<file path="config.mk">
export PLATFORM = sky130hd
export DESIGN_NAME = slurm32_cpu_shift_seq
export DESIGN_NICKNAME = d
export VERILOG_FILES = /design/src/rtl/slurm32_cpu_pkg.sv /design/src/rtl/slurm32_cpu_shift_seq.sv
export SDC_FILE = /design/constraint.sdc
export NUM_CORES = 1
export LEC_CHECK = 0
export CORE_ASPECT_RATIO = 1.4
export CORE_UTILIZATION = 40
export CTS_CLUSTER_SIZE = 14
export DETAILED_ROUTE_END_ITERATION = 10
export PLACE_DENSITY = 0.81
export REMOVE_ABC_BUFFERS = 1
export SYNTH_ARGS = -nofsm -noshare
export SYNTH_HDL_FRONTEND = slang
export SYNTH_SLANG_ARGS = --single-unit
</file>
<file path="constraint.sdc">
create_clock -name CLK -period 2.2 [get_ports CLK]
set_clock_uncertainty 0.05 [all_clocks]
set_input_delay 0.33 -clock CLK [delete_from_list [all_inputs] [get_ports CLK]]
set_output_delay 0.33 -clock CLK [all_outputs]
set_load 0.1 [all_outputs]
</file>
<file path="src/rtl/slurm32_cpu_pkg.sv">
// Shared CPU definitions: ALU opcodes, shift-sequencer op encodings and state type.
package slurm32_cpu_pkg;

  localparam logic [4:0] ALU_MOV  = 5'd0;
  localparam logic [4:0] ALU_RRN  = 5'd10;
  localparam logic [4:0] ALU_ASR  = 5'd16;
  localparam logic [4:0] ALU_LSR  = 5'd17;
  localparam logic [4:0] ALU_LSL  = 5'd18;
  localparam logic [4:0] ALU_ROLC = 5'd19;
  localparam logic [4:0] ALU_RORC = 5'd20;
  localparam logic [4:0] ALU_ROL  = 5'd21;
  localparam logic [4:0] ALU_ROR  = 5'd22;

  localparam logic [2:0] SEQ_OP_LSL  = 3'd0;
  localparam logic [2:0] SEQ_OP_LSR  = 3'd1;
  localparam logic [2:0] SEQ_OP_ASR  = 3'd2;
  localparam logic [2:0] SEQ_OP_ROL  = 3'd3;
  localparam logic [2:0] SEQ_OP_ROR  = 3'd4;
  localparam logic [2:0] SEQ_OP_ROLC = 3'd5;
  localparam logic [2:0] SEQ_OP_RORC = 3'd6;
  localparam logic [2:0] SEQ_OP_RRN  = 3'd7;

  typedef enum logic [1:0] {
    SEQ_IDLE  = 2'd0,
    SEQ_STEP  = 2'd1,
    SEQ_DRAIN = 2'd2,
    SEQ_DONE  = 2'd3
  } seqState_t;

  // Single-bit ALU opcode issued for each sequencer operation.
  function automatic logic [4:0] seqAluOp(input logic [2:0] opSel);
    logic [4:0] aluOp;
    case (opSel)
      SEQ_OP_LSL:  aluOp = ALU_LSL;
      SEQ_OP_LSR:  aluOp = ALU_LSR;
      SEQ_OP_ASR:  aluOp = ALU_ASR;
      SEQ_OP_ROL:  aluOp = ALU_ROL;
      SEQ_OP_ROR:  aluOp = ALU_ROR;
      SEQ_OP_ROLC: aluOp = ALU_ROLC;
      SEQ_OP_RORC: aluOp = ALU_RORC;
      SEQ_OP_RRN:  aluOp = ALU_RRN;
      default:     aluOp = ALU_MOV;
    endcase
    return aluOp;
  endfunction

endpackage

</file>
<file path="src/rtl/slurm32_cpu_shift_seq.sv">
// Multi-bit shift/rotate sequencer: borrows the execute-stage ALU for N single-bit steps,
// chaining the ALU's registered result back into operand B each cycle.
module slurm32_cpu_shift_seq
  import slurm32_cpu_pkg::*;
#(
  parameter int BITS     = 32,
  parameter int AMT_BITS = 5
) (
  input  logic                CLK,
  input  logic                RST,
  input  logic                start,
  input  logic                abort,
  input  logic [2:0]          op_sel,
  input  logic [BITS-1:0]     operand,
  input  logic [AMT_BITS-1:0] amount,
  output logic                busy,
  output logic                done,
  output logic [BITS-1:0]     result,
  output logic                alu_own,
  output logic [4:0]          alu_op,
  output logic [BITS-1:0]     alu_a,
  output logic [BITS-1:0]     alu_b,
  input  logic [BITS-1:0]     alu_out
);

  seqState_t           state_r;
  logic [2:0]          opSel_r;
  logic [BITS-1:0]     operand_r;
  logic [AMT_BITS-1:0] cnt_r;
  logic                first_r;
  logic [BITS-1:0]     result_r;

  logic                busy_s;
  logic                done_s;
  logic                aluOwn_s;
  logic [4:0]          aluOp_s;
  logic [BITS-1:0]     aluB_s;

  // Sequencer state, latched request and step counter.
  always_ff @(posedge CLK or posedge RST) begin
    if (RST) begin
      state_r   <= SEQ_IDLE;
      opSel_r   <= 3'd0;
      operand_r <= {BITS{1'b0}};
      cnt_r     <= {AMT_BITS{1'b0}};
      first_r   <= 1'b0;
      result_r  <= {BITS{1'b0}};
    end else if (abort) begin
      // Flush: drop the operation, leave the previous result visible.
      state_r <= SEQ_IDLE;
      first_r <= 1'b0;
    end else begin
      case (state_r)
        SEQ_IDLE: begin
          if (start) begin
            opSel_r   <= op_sel;
            operand_r <= operand;
            if (amount == {AMT_BITS{1'b0}}) begin
              result_r <= operand;
              state_r  <= SEQ_DONE;
            end else begin
              cnt_r   <= amount;
              first_r <= 1'b1;
              state_r <= SEQ_STEP;
            end
          end else begin
            state_r <= SEQ_IDLE;
          end
        end
        SEQ_STEP: begin
          first_r <= 1'b0;
          cnt_r   <= cnt_r - AMT_BITS'(1);
          if (cnt_r == AMT_BITS'(1)) begin
            state_r <= SEQ_DRAIN;
          end else begin
            state_r <= SEQ_STEP;
          end
        end
        SEQ_DRAIN: begin
          // The last step's result appears on alu_out one cycle after it was issued.
          result_r <= alu_out;
          state_r  <= SEQ_DONE;
        end
        SEQ_DONE: begin
          state_r <= SEQ_IDLE;
        end
        default: begin
          state_r <= SEQ_IDLE;
        end
      endcase
    end
  end

  // Output decode from the registered state; operand B chains through alu_out after the first step.
  always_comb begin
    busy_s   = 1'b0;
    done_s   = 1'b0;
    aluOwn_s = 1'b0;
    aluOp_s  = ALU_MOV;
    aluB_s   = {BITS{1'b0}};
    case (state_r)
      SEQ_IDLE: begin
        busy_s = 1'b0;
      end
      SEQ_STEP: begin
        busy_s   = 1'b1;
        aluOwn_s = 1'b1;
        aluOp_s  = seqAluOp(opSel_r);
        if (first_r) begin
          aluB_s = operand_r;
        end else begin
          aluB_s = alu_out;
        end
      end
      SEQ_DRAIN: begin
        // mov keeps the flags produced by the final shift step.
        busy_s   = 1'b1;
        aluOwn_s = 1'b1;
        aluOp_s  = ALU_MOV;
        aluB_s   = alu_out;
      end
      SEQ_DONE: begin
        busy_s = 1'b1;
        done_s = 1'b1;
      end
      default: begin
        busy_s = 1'b0;
      end
    endcase
  end

  assign busy    = busy_s;
  assign done    = done_s;
  assign result  = result_r;
  assign alu_own = aluOwn_s;
  assign alu_op  = aluOp_s;
  assign alu_a   = {BITS{1'b0}};
  assign alu_b   = aluB_s;

endmodule

</file>
After elaboration in Yosys (flattened, before gate mapping)
Memories as Yosys holds them, arrays and structs flattened.
Index checks and enable logic that the tools add are counted.
{"block": "totals", "regBits": 75, "romBits": 40, "input_bits": 76, "output_inout_bits": 104, "elab_cells": 50, "memories": 1}
{"memory": "(no name shown)", "words": 8, "width": 5, "rd": 1, "rd_clocked_by_memory_dff": 0, "wr": 0, "line_no": "slurm32_cpu_pkg.sv:33", "text": "case (opSel)"}
{"block": "classes", "add_sub_neg": 1, "eq_ne": 9, "muxes": 21, "n_bitwise": 1, "reduce_logical": 11}
{"operator": "32-bit one-hot mux with 2 select lines", "n": 2}
{"operator": "32-bit 2-to-1 mux", "n": 3}
{"operator": "5-bit 2-to-1 mux", "n": 3}
{"operator": "5-bit one-hot mux with 2 select lines", "n": 1}
{"operator": "2-bit 2-to-1 mux", "n": 4}
{"operator": "2-bit one-hot mux with 4 select lines", "n": 1}
{"operator": "4-bit AND reduction", "n": 2}
{"operator": "2-bit inequality test (second input constant)", "n": 3}
{"operator": "3-bit inequality test (second input constant)", "n": 2}
{"operator": "3-bit AND reduction", "n": 2}
{"operator": "5-bit by 1-bit == test with 1-bit output (second input constant)", "n": 1}
{"operator": "5-bit zero test", "n": 1}
{"operator": "1-bit 2-to-1 mux", "n": 5}
{"operator": "5-bit by 1-bit subtractor with 5-bit output (second input constant)", "n": 1}
{"operator": "2-bit == test (second input constant)", "n": 2}
{"operator": "1-bit one-hot mux with 2 select lines", "n": 2}
{"operator": "2-bit nonzero test", "n": 2}
{"operator": "3-bit nonzero test", "n": 1}
{"operator": "3-bit OR reduction", "n": 1}
{"operator": "2-bit by 1-bit == test with 1-bit output (second input constant)", "n": 1}
{"operator": "2-bit zero test", "n": 1}
{"operator": "2-bit OR reduction", "n": 1}
{"operator": "1-bit NOT", "n": 1}

Longest topological paths before layout
{"block": "depth", "word_depth": 5, "ltp_mapped": 9, "mapped_depth_nobuf": 6}

Worst setup path after synthesis
OpenSTA, ideal clock, no wires.
{"block": "synth_timing", "path_kind": "register to output", "start": "reg state_r[0]", "end": "out alu_b[30]", "arrival_time_ns": 3.610, "required_ns": 1.820, "path_slack_ns": -1.790, "path_stages_with_launch": 4, "n_path_buf": 0, "cell_sequence": "dfrtp_1 inv_1 ha_1 a21boi_0"}
{"block": "synth_between", "elab_chain_cells": 2, "word_cells_on_any_way": 3, "cone_classes": "2 x eq/ne; 1 x mux"}
{"element": "start: declaration", "line_no": "slurm32_cpu_shift_seq.sv:26", "text": "seqState_t state_r;"}
{"element": "start signal: assignment", "line_no": "slurm32_cpu_shift_seq.sv:42", "text": "state_r <= SEQ_IDLE;"}
{"element": "start signal: assignment", "line_no": "slurm32_cpu_shift_seq.sv:50", "text": "state_r <= SEQ_IDLE;"}
{"element": "start signal: assignment", "line_no": "slurm32_cpu_shift_seq.sv:60", "text": "state_r <= SEQ_DONE;"}
{"element": "2-bit == test or 2-bit by 1-bit == test with 1-bit output (tied branches)", "line_no": "slurm32_cpu_shift_seq.sv:101", "text": "case (state_r)"}
{"element": "32-bit one-hot mux with 2 select lines *", "line_no": "slurm32_cpu_shift_seq.sv:101"}
{"element": "end: declaration", "line_no": "slurm32_cpu_shift_seq.sv:22", "text": "output logic [BITS-1:0] alu_b,"}
Every way passes the cells marked *; elsewhere a longest branch is shown, timed or not.

Worst setup path after layout
{"block": "layout_timing", "start": "reg state_r[1]", "end": "out alu_b[12]"}
Same word-level chain as after synthesis.

==> summary.md <==
| Metric | Value |
|---|---|
| Post-Synthesis Cells | 473 |
| RSZ-0062 raised after global routing | yes |
| CP top delay family | buffers and inverters |
| Die ar. | 0.01163 sq mm |
| Post-DRT Antenna Nets | 0 |
| Final Non-Filler Cells | 782 |
| TritonCTS clock tree | built |
| Switching Share | 46.33% |
| Post-Place Cell Area | 0.006382 sq mm |
| GP Congestion | 0.8434 |
| # clock sinks | 75 |
| Comb power frac | 48.1% |
| Power share of the sequential group | 30.5% |
| TritonRoute pass-1 iters | 4 |
| Failing checks | negative setup slack |
| Hold Crit Class | input pin to async pin |
| Worst path bufs/invs | 4 |
| Die Span X | 91.43 um |
| Fin. max-slew vios | 0 |
| Setup violators final | 2 |
| Fin area | 0.007136 sq mm |
| Slowest cell on the critical path | dfrtp_1 |
| Core region area | 0.01087 sq mm |
| Vias in the first global route | 4,002 |
| GRT Overall Usage | 21.75% |
| CP Max Fanout | 5 |
| Cell breakdown of the critical path | buf_6 -> ha_4 -> buf_12 -> clkbuf_16 -> nand2_1 -> o21ai_0 -> and2_1 -> buf_12 |
| Chip Height | 127.2 um |
| Worst-Skew Late Latency | 320 ps |
| Share of layout cells above drive strength 1 | 35.41% |
| CP Launch Type | flip-flop |
| IO Pins | 180 |
| Crit path DAT | 1840 ps |
| Dpl hpwl | 8940 um |
| Avg Inst Size Synth | 9.467 sq um |
| Flops & latches, synth | 75 |
| Synth cell types | 32 |
| Mean number of vias per cell | 5.159 |
| WS Path Type | flip-flop to output port |
| Worst Slack Setup Final | -18.54 ps |
| Worst Tran Pin Value | 629.7 ps |
| Global-route wire length before repair | 19,890 um |
| Status | finished with violations |
| P per Cell Area | 881.8 mW/mm^2 |
| Final core occ | 65.66% |
| Largest net degree at the start of global routing | 43 |
| Port bufs | 147 |
| Critical Path RT | 1820 ps |
| CTS H-tree lvls | 3 |
| Max cap viols | 0 |
| Row count | 45 |
| Clock power frac | 21.3% |
| Setup crit end kind | output port |
| Static leakage power | 3.105 nW |
| Int Power | 3.377 mW |
| Worst slack, placed | -128.2 ps |
| Final Net Count | 721 |
| Area Growth Syn to Fin | 59.35% |
| Hold Fails Final Rpt | 0 |
| Initial DRC count | 227 |
| Antenna violations before repair | 0 |
| Most used cell, CP | buf_12 |
| Longest Clk Path Bufs | 2 |
| Ys Warns | 0 |
| Routed len/inst | 17.06 um |
| Detailed-route via count | 4,034 |
| Routed WL | 13,340 um |
| Starting density of the core | 41.21% |
| Rel. slew slack | 57.97% |
| GRT overflow | 0 |
| Sequential area share after synthesis | 41.91% |
| Worst-path clk slew | 60 ps |
| Fmax | 450.7 MHz |
| N_diodes | 0 |
| Post-layout min period | 2219 ps |
| Max incr delay on CP | 420 ps |
| Synthesized cell area | 0.004478 sq mm |
| Placed cells | 751 |
| Drc violations | 0 |
| CTS buffer count | 9 |
| CTS root buf | clkbuf_16 |
| Peak supply drop | 0.0004915 V |
| Sw Pwr | 2.915 mW |
| Final hold slack | 347.0 ps |
| Fin crit share | 100.8% |
[routing by layer]
layer / vias to the layer above / part of all wire, % / global-route usage [%]
li1: 1900 / - / -
met1: 1964 / 39 / 25.32
met2: 151 / 54 / 39.89
met3: 19 / 5.0 / 4.226
met4: 0 / 1.7 / 6.816
met5: - / 0 / 0
[path summary, 6_finish.rpt]
path,endpoint,slack (ps),depth (start not counted),start
min in group CLK,operand_r[14],450,1,operand_r[14]
min reg2reg,operand_r[14],450,1,operand_r[14]
min,result[4],350,2,RST
max,alu_b[12],-20,8,state_r[1]
max reg2reg,result[21],90,8,state_r[0]
max in group asynchronous,operand_r[26],1210,3,RST
[power groups by stage]
stage	Sequential [mW]	Combinational [mW]	Clock, mW
after global placement	1.92	2.89	0
after detailed placement	1.94	2.94	0
final	1.92	3.03	1.34
after global routing	1.96	3.15	1.43
after floorplan	2.99	1.07	0
after CTS	1.92	2.97	1.37
[kinds of logic (layout without fill, tap and decap cells)]
family                   count (synthesis)  in the layout  share of synthesized area (%)
buffers and inverters                   72            209                          9.416
adder cells (fa/ha/maj)                  7              7                          1.956
AO/OA/AOI/OAI                           92             92                          12.66
flip-flops                              75             75                          41.91
multiplexers                            68             68                          16.21
AND/OR/NAND/NOR                        158            158                          17.77
other                                    1             32                        0.08374
[state kept, by name, indices dropped and copies added (netlist names)]
register,count
first_r,1
cnt_r,5
operand_r,32
opSel_r,3
state_r,2
result,32
[placed cells by master, fill, tap and decap left out, drive strengths merged]
cell type,count
buf,107
clkdlybuf4s50,75
dfrtp,75
nor2,40
o21ai,38
nand2,38
mux2,36
nand2b,36
a31oi,35
mux2i,32
conb,32
and2,31
clkbuf,14
a21oi,8
inv,8
ha,7
nand3,4
nand3b,4
clkinv,4
nor3,3
o311a,2
o2111ai,2
or4,1
o32ai,1
a21boi,1
a41o,1
nor3b,1
a22o,1
a211oi,1
o221a,1
o211ai,1
bufbuf,1
[metrics by stage]
step	setup TNS [ps]	power, mW
3_3_place_gp	-639.8	4.807
3_5_place_dp	-2425	4.882
6_report	-26.22	6.292
4_1_cts	-46.89	6.258
5_1_grt	-1168	6.539
2_1_floorplan	-88760	4.059
[cell usage after synthesis]
cell	count	share of area, %
a211oi_1	1	0.17
a21boi_0	1	0.17
a21oi_1	8	0.89
a22o_1	1	0.20
a31oi_1	35	4.9
a41o_1	1	0.22
and2_1	31	4.3
buf_1	4	0.34
buf_2	7	0.78
buf_4	32	5.4
buf_6	3	0.75
clkbuf_1	17	1.4
conb_1	1	0.084
dfrtp_1	75	42
ha_1	7	2.0
inv_1	9	0.75
mux2_2	36	9.1
mux2i_1	32	7.2
nand2_1	38	3.2
nand2b_1	36	5.0
nand3_1	4	0.45
nand3b_1	4	0.67
nor2_1	40	3.4
nor3_1	3	0.34
nor3b_1	1	0.17
o2111ai_1	2	0.39
o211ai_1	1	0.17
o21ai_0	38	4.2
o221a_2	1	0.25
o311a_1	2	0.45
o32ai_4	1	0.61
or4_4	1	0.25
[what timing repair did]
item	CTS	global route
cloned	1	4
buffers inserted	3	9
pin swaps	3	27
endpoints found under the setup margin	35	32
hold buffers	0	0
gates resized for setup	21	90
[area by class of cell]
cell class | count | area [sq um]
repair buffers | 186 | 2271
fillers | 873 | 3731
flip-flops and latches | 75 | 1879
clock inverters | 3 | 15.01
multi-input cells | 357 | 2506
well taps | 141 | 176.4
clock buffers | 11 | 252.7
inverters | 9 | 35.03
Power figures use the tool's default switching activity.
